--- src/rtl/pipe_ctrl_seq.sv ---
// ---------------------------------------------------------------------------
// pipe_ctrl_seq
//
// Pipeline sequencing controller. Merges the per-cycle hazard requests
// (load-use stall, control-flow flush) with a multi-cycle multiply/divide
// occupancy FSM and drives the per-stage pipeline-register enables and flush
// strobes. Also keeps stall-cycle and flush-event performance counters.
//
// Parameters:
//   MUL_LAT  total EX-occupancy cycles of a multiply (2..255)
//   DIV_LAT  total EX-occupancy cycles of a divide   (2..255)
//   PERF_W   width of each performance counter
//
// Ports:
//   i_CLK           pipeline clock, rising edge
//   i_RST_N         asynchronous active-low reset
//   i_stall         load-use stall request
//   i_flush         control-flow flush request resolved in ID
//   i_mdu_start     instruction in EX is a multi-cycle MDU op
//   i_mdu_div       qualifies i_mdu_start: 1 = divide, 0 = multiply
//   i_clr_perf      synchronous clear of both performance counters
//   o_pc_en         PC write enable
//   o_if_id_en      IF/ID register enable
//   o_if_id_flush   IF/ID register clear (NOP)
//   o_id_ex_en      ID/EX register enable
//   o_id_ex_flush   ID/EX register clear (bubble)
//   o_ex_mem_flush  EX/MEM register clear (bubble)
//   o_mdu_busy      high while in MDU state
//   o_mdu_done      one-cycle pulse on the MDU release cycle
//   o_stall_cnt     cycles with o_pc_en = 0
//   o_flush_cnt     cycles with o_if_id_flush = 1
// ---------------------------------------------------------------------------
module pipe_ctrl_seq #(
    parameter int unsigned MUL_LAT = 4,
    parameter int unsigned DIV_LAT = 32,
    parameter int unsigned PERF_W  = 32
) (
    input  logic              i_CLK,
    input  logic              i_RST_N,
    input  logic              i_stall,
    input  logic              i_flush,
    input  logic              i_mdu_start,
    input  logic              i_mdu_div,
    input  logic              i_clr_perf,
    output logic              o_pc_en,
    output logic              o_if_id_en,
    output logic              o_if_id_flush,
    output logic              o_id_ex_en,
    output logic              o_id_ex_flush,
    output logic              o_ex_mem_flush,
    output logic              o_mdu_busy,
    output logic              o_mdu_done,
    output logic [PERF_W-1:0] o_stall_cnt,
    output logic [PERF_W-1:0] o_flush_cnt
);

    typedef enum logic {
        ST_RUN = 1'b0,
        ST_MDU = 1'b1
    } state_t;

    // The start cycle itself is one occupancy cycle and the release cycle is
    // another, so the counter covers only the cycles in between.
    localparam logic [7:0] MUL_LOAD = 8'(MUL_LAT - 2);
    localparam logic [7:0] DIV_LOAD = 8'(DIV_LAT - 2);

    state_t             state_q, state_d;
    logic [7:0]         cnt_q, cnt_d;
    logic [PERF_W-1:0]  stall_cnt_q, flush_cnt_q;

    logic freeze;      // hold PC, IF/ID, ID/EX and bubble EX/MEM
    logic hazard_ok;   // stall/flush requests are honoured this cycle
    logic pc_en, if_id_en, if_id_flush, id_ex_en, id_ex_flush, ex_mem_flush;
    logic mdu_done;

    // -----------------------------------------------------------------------
    // Next-state and strobe logic
    // -----------------------------------------------------------------------
    always_comb begin
        // NOTE: every variable gets a default before any branch, so no path
        // leaves one unassigned and no latch is inferred.
        state_d      = state_q;
        cnt_d        = cnt_q;
        freeze       = 1'b0;
        hazard_ok    = 1'b0;
        mdu_done     = 1'b0;
        pc_en        = 1'b1;
        if_id_en     = 1'b1;
        if_id_flush  = 1'b0;
        id_ex_en     = 1'b1;
        id_ex_flush  = 1'b0;
        ex_mem_flush = 1'b0;

        unique case (state_q)
            ST_RUN: begin
                if (i_mdu_start) begin
                    freeze  = 1'b1;
                    cnt_d   = i_mdu_div ? DIV_LOAD : MUL_LOAD;
                    state_d = ST_MDU;
                end else begin
                    hazard_ok = 1'b1;
                end
            end
            ST_MDU: begin
                if (cnt_q != 8'd0) begin
                    freeze = 1'b1;
                    cnt_d  = cnt_q - 8'd1;
                end else begin
                    // Release cycle: the MDU op leaves EX at the end of this
                    // cycle, so ordinary hazards apply again; a new start is
                    // only honoured once back in RUN.
                    mdu_done  = 1'b1;
                    hazard_ok = 1'b1;
                    state_d   = ST_RUN;
                end
            end
            default: state_d = ST_RUN;
        endcase

        if (freeze) begin
            pc_en        = 1'b0;
            if_id_en     = 1'b0;
            id_ex_en     = 1'b0;
            ex_mem_flush = 1'b1;
        end

        if (hazard_ok) begin
            if (i_stall) begin
                // Branch operands are not valid yet, so a concurrent flush
                // request is dropped; it will be re-raised next cycle.
                pc_en       = 1'b0;
                if_id_en    = 1'b0;
                id_ex_flush = 1'b1;
            end else if (i_flush) begin
                if_id_flush = 1'b1;
            end
        end

        // While reset is held the pipeline is fully frozen and quiet.
        if (!i_RST_N) begin
            pc_en        = 1'b0;
            if_id_en     = 1'b0;
            if_id_flush  = 1'b0;
            id_ex_en     = 1'b0;
            id_ex_flush  = 1'b0;
            ex_mem_flush = 1'b0;
            mdu_done     = 1'b0;
        end
    end

    // -----------------------------------------------------------------------
    // State register and performance counters
    // -----------------------------------------------------------------------
    always_ff @(posedge i_CLK or negedge i_RST_N) begin
        if (!i_RST_N) begin
            state_q     <= ST_RUN;
            cnt_q       <= 8'd0;
            stall_cnt_q <= '0;
            flush_cnt_q <= '0;
        end else begin
            // NOTE: sequential state uses non-blocking assignments so every
            // register samples its pre-edge value, independent of order.
            state_q <= state_d;
            cnt_q   <= cnt_d;
            if (i_clr_perf) begin
                stall_cnt_q <= '0;
                flush_cnt_q <= '0;
            end else begin
                if (!pc_en)      stall_cnt_q <= stall_cnt_q + PERF_W'(1);
                if (if_id_flush) flush_cnt_q <= flush_cnt_q + PERF_W'(1);
            end
        end
    end

    assign o_pc_en        = pc_en;
    assign o_if_id_en     = if_id_en;
    assign o_if_id_flush  = if_id_flush;
    assign o_id_ex_en     = id_ex_en;
    assign o_id_ex_flush  = id_ex_flush;
    assign o_ex_mem_flush = ex_mem_flush;
    assign o_mdu_busy     = (state_q == ST_MDU);
    assign o_mdu_done     = mdu_done;
    assign o_stall_cnt    = stall_cnt_q;
    assign o_flush_cnt    = flush_cnt_q;

endmodule

--- config.mk ---
export PLATFORM = sky130hd
export DESIGN_NAME = pipe_ctrl_seq
export DESIGN_NICKNAME = d
export VERILOG_FILES = /design/src/rtl/pipe_ctrl_seq.sv
export SDC_FILE = /design/constraint.sdc
export NUM_CORES = 1
export LEC_CHECK = 0
export ABC_AREA = 1
export CORE_ASPECT_RATIO = 0.75
export CORE_MARGIN = 2
export CORE_UTILIZATION = 45
export DETAILED_ROUTE_END_ITERATION = 7
export PLACE_DENSITY = 0.71
export SYNTH_ARGS = -nofsm -noshare
export SYNTH_HDL_FRONTEND = slang
export SYNTH_SLANG_ARGS = --single-unit
--- constraint.sdc ---
create_clock -name i_CLK -period 1.8 [get_ports i_CLK]
set_input_delay 0.36 -clock i_CLK [delete_from_list [all_inputs] [get_ports i_CLK]]
set_output_delay 0.36 -clock i_CLK [all_outputs]
set_load 0.005 [all_outputs]
==> results.toml <==
[status]
status = "complete, but fails checks"
violations = "setup timing"

[timing]
rsz0062_at_grt = "true"
fmax_ghz = 0.503
maxSlewViolCount = 0
fin_worst_skew_ns = 0.00593
hold_viol = 0
slew_headroom_pct = 46.0
period_minus_slack_ns = 1.99
setup_ws_ns = -0.188
fin_crit_sh_pct = 110
fin_worst_hold_slack_ns = 0.0503
worst_pin_slew_ns = 0.809
setup-violations-final = 20

[yosys]
ys_seq_area_share_pct = 36.6
synth_ff_type = "dfrtp_1"
netlist.area_leader.share_pct = 36.6
synth_edf_count = 0
synthTopCellsByCount = "285 x nand2_1, 120 x nor2_1, 77 x nand3_1, 73 x dfrtp_1, 66 x inv_1"
yosys_warnings = 0
netlist_area_um2 = 4980
synth.ff_latch_count = 73
synth_cell_type_count = 31
yosys.area.top_type = "dfrtp_1"
async_flop_share_pct = 100
yosys.cell_count.top_type = "nand2_1"
synth_fp_nets = 779
syn-instance-count = 768
synth_area_leaders = "dfrtp_1 37%, nand2_1 21%, nor2_1 9.0%"
syn_area_per_cell_um2 = 6.49

[floorplanning]
rows = 33
ios = 79
start_util_pct = 45.9
die_area_um2 = 11900
die_w_um = 126
die_h_um = 95.2
core-area_um2 = 10900

[place]
port_buffers = 78
place.gp.congestion = 0.969
hpwl_um = 10900
dp_slack_ns = -0.401

[min_path]
worstHoldPathType = "input pin to asynchronous set/reset pin"

[global_route]
grt_max_degree = 62
grt_overflow = 0
grt_pass1_vias = 5004
grt_use_total_pct = 26.0
antenna_found_initial = 0
grt_pass1_wl_um = 24800

[clock_network]
clkTransAtPathRegs_ns = 0.06
h-tree-depth = 3
insertion_delay_ns = 0.34
clockRootBuffer = "clkbuf_16"
cts_buffers = 9
cts_tree = "built"
clock-sinks = 73
clock_path_buffers = 2

[drt]
ant_nets = 0
drt_wl_total_um = 15400
drt_iter0_markers = 572
via_per_inst = 5.38
route.detailed.wl_per_inst_um = 15.0
vias = 5539
drc = 0
drtPass1Iterations = 5

[critical_path]
crit_buf_inv = 4
path_class = "flip-flop to output port"
cp-startpoint = "cnt_q[0]"
cp.required_ns = 1.44
path_cells = "inv_2 > ha_4 > nand2_4 > nor2_4 > nand2_4 > nand2_8 > buf_6 > nand3_4 > inv_2 > buf_6"
critPathTopFamily = "flip-flops"
startpoint_type = "flip-flop"
crit_arrival_ns = 1.63
r2r-start = "cnt_q[1]"
worstSetupEndpointType = "output port"
slowest_stage = "dfrtp_1"
critPathMaxStageDelay_ns = 0.40
critical_path.max_fanout = 5

[finish]
final_core_util_pct = 60.2
n_antenna_cell = 0
drive_gt1_share_pct = 13.5
fill_cells = 1003
final_nets = 895
syn_to_final_growth_pct = 31.1

[pwr]
p_per_area_nw_per_um2 = 728
ir_worst_vdd_mv = 0.774
p_leak_uw = 0.00298

[job]
drv_cap = 0
## metrics by stage
stage                     instances  TNS [ns]  area, um2  power [uW]
after floorplan                 768   -0.0319       4990        2340
after global placement         1000     -3.38       6090        2710
after detailed placement       1000     -4.65       6090        2780
after CTS                      1025     -1.04       6460        4650
after global routing           1029     -6.85       6540        4950
final                          1029     -1.70       6540        4760
## final timing paths
| check | cells after the start | slack, ns | endpoint |
|---|---|---|---|
| worst max-delay path | 10 | -0.19 | o_if_id_flush |
| max in group asynchronous | 2 | 0.96 | o_mdu_busy |
| worst min register to register | 2 | 0.55 | cnt_q[5] |
| min in group i_CLK | 2 | 0.55 | cnt_q[5] |
| worst min-delay path | 2 | 0.05 | o_flush_cnt[8] |
| worst max register to register | 15 | -0.19 | cnt_q[4] |
## power by group
| group | leakage, uW | internal (uW) | switching, uW | total [uW] |
|---|---|---|---|---|
| Sequential | 0.000997 | 1750 | 78.6 | 1820 |
| Clock | 0.000139 | 1000 | 694 | 1700 |
| Combinational | 0.00184 | 611 | 630 | 1240 |
| Total | 0.00298 | 3360 | 1400 | 4760 |
## logic make-up after synthesis
kind of cell    count (synthesis)  synth area share [%]
compound gates                 30                  3.51
xor+xnor                        8                  1.41
fa+ha+maj                       4                  1.00
buf+inv                        95                  8.56
flops                          73                  36.6
simple gates                  558                  48.9
## worst register-to-register path, stage by stage, from the launching register on
cell and delay [ns]:
dfrtp_1 0.38, inv_2 0.07, buf_4 0.13, buf_4 0.12
buf_4 0.12, buf_4 0.12, buf_4 0.12, buf_4 0.12
buf_6 0.11, ha_4 0.17, inv_4 0.06, nor2_4 0.03
nand2_2 0.07, a21oi_2 0.05, o21ai_1 0.09, a22oi_1 0.09
## registers in the layout (all words and copies together), names as in the netlist
register	flops
o_flush_cnt	32
o_stall_cnt	32
cnt_q	8
o_mdu_busy	1
## routing by layer
| layer | GRT usage (%) | vias to the layer above | part of all wire [%] | routed length (um) |
|---|---|---|---|---|
| met2 | 39.1 | 228 | 43 | 6610 |
| met3 | 6.29 | 33 | 7.9 | 1230 |
| met1 | 37.1 | 2585 | 47 | 7250 |
| met5 | 0 | - | 0 | 0 |
| li1 | - | 2693 | - | - |
| met4 | 7.87 | 0 | 2.1 | 330 |
## cells in the final DEF, fill, tap and decap left out, drive strengths merged, types with 3 or more instances in the layout
master | netlist | layout
dfrtp | 73 | 73
xor2 | 8 | 8
nand2 | 289 | 289
nand4 | 51 | 51
inv | 71 | 71
ha | 4 | 4
clkdlybuf4s50 | 0 | 70
nor3 | 3 | 3
nor2 | 122 | 122
o21ai | 16 | 16
or2 | 12 | 12
buf | 19 | 58
a22oi | 3 | 3
nand3 | 79 | 79
clkinv | 1 | 4
clkbuf | 4 | 13
a21oi | 8 | 8
## repair_timing
action,4_1_cts,5_1_grt
hold buffers,0,0
setup endpoints to repair,7,76
gates resized for setup,44,17
pin swaps,8,8
buffers inserted,10,5
## layout make-up
cell class / count / area, um2 / share of cell area [%]
multi-input cells: 600 / 2810 / 43.0
flip-flops and latches: 73 / 1830 / 28.0
repair buffers: 128 / 1170 / 18.0
inverters: 72 / 277 / 4.23
clock buffers: 13 / 260 / 3.98
well taps: 140 / 175 / 2.68
clock inverters: 3 / 15.0 / 0.230
No activity file was read; power rests on OpenSTA's default activity.
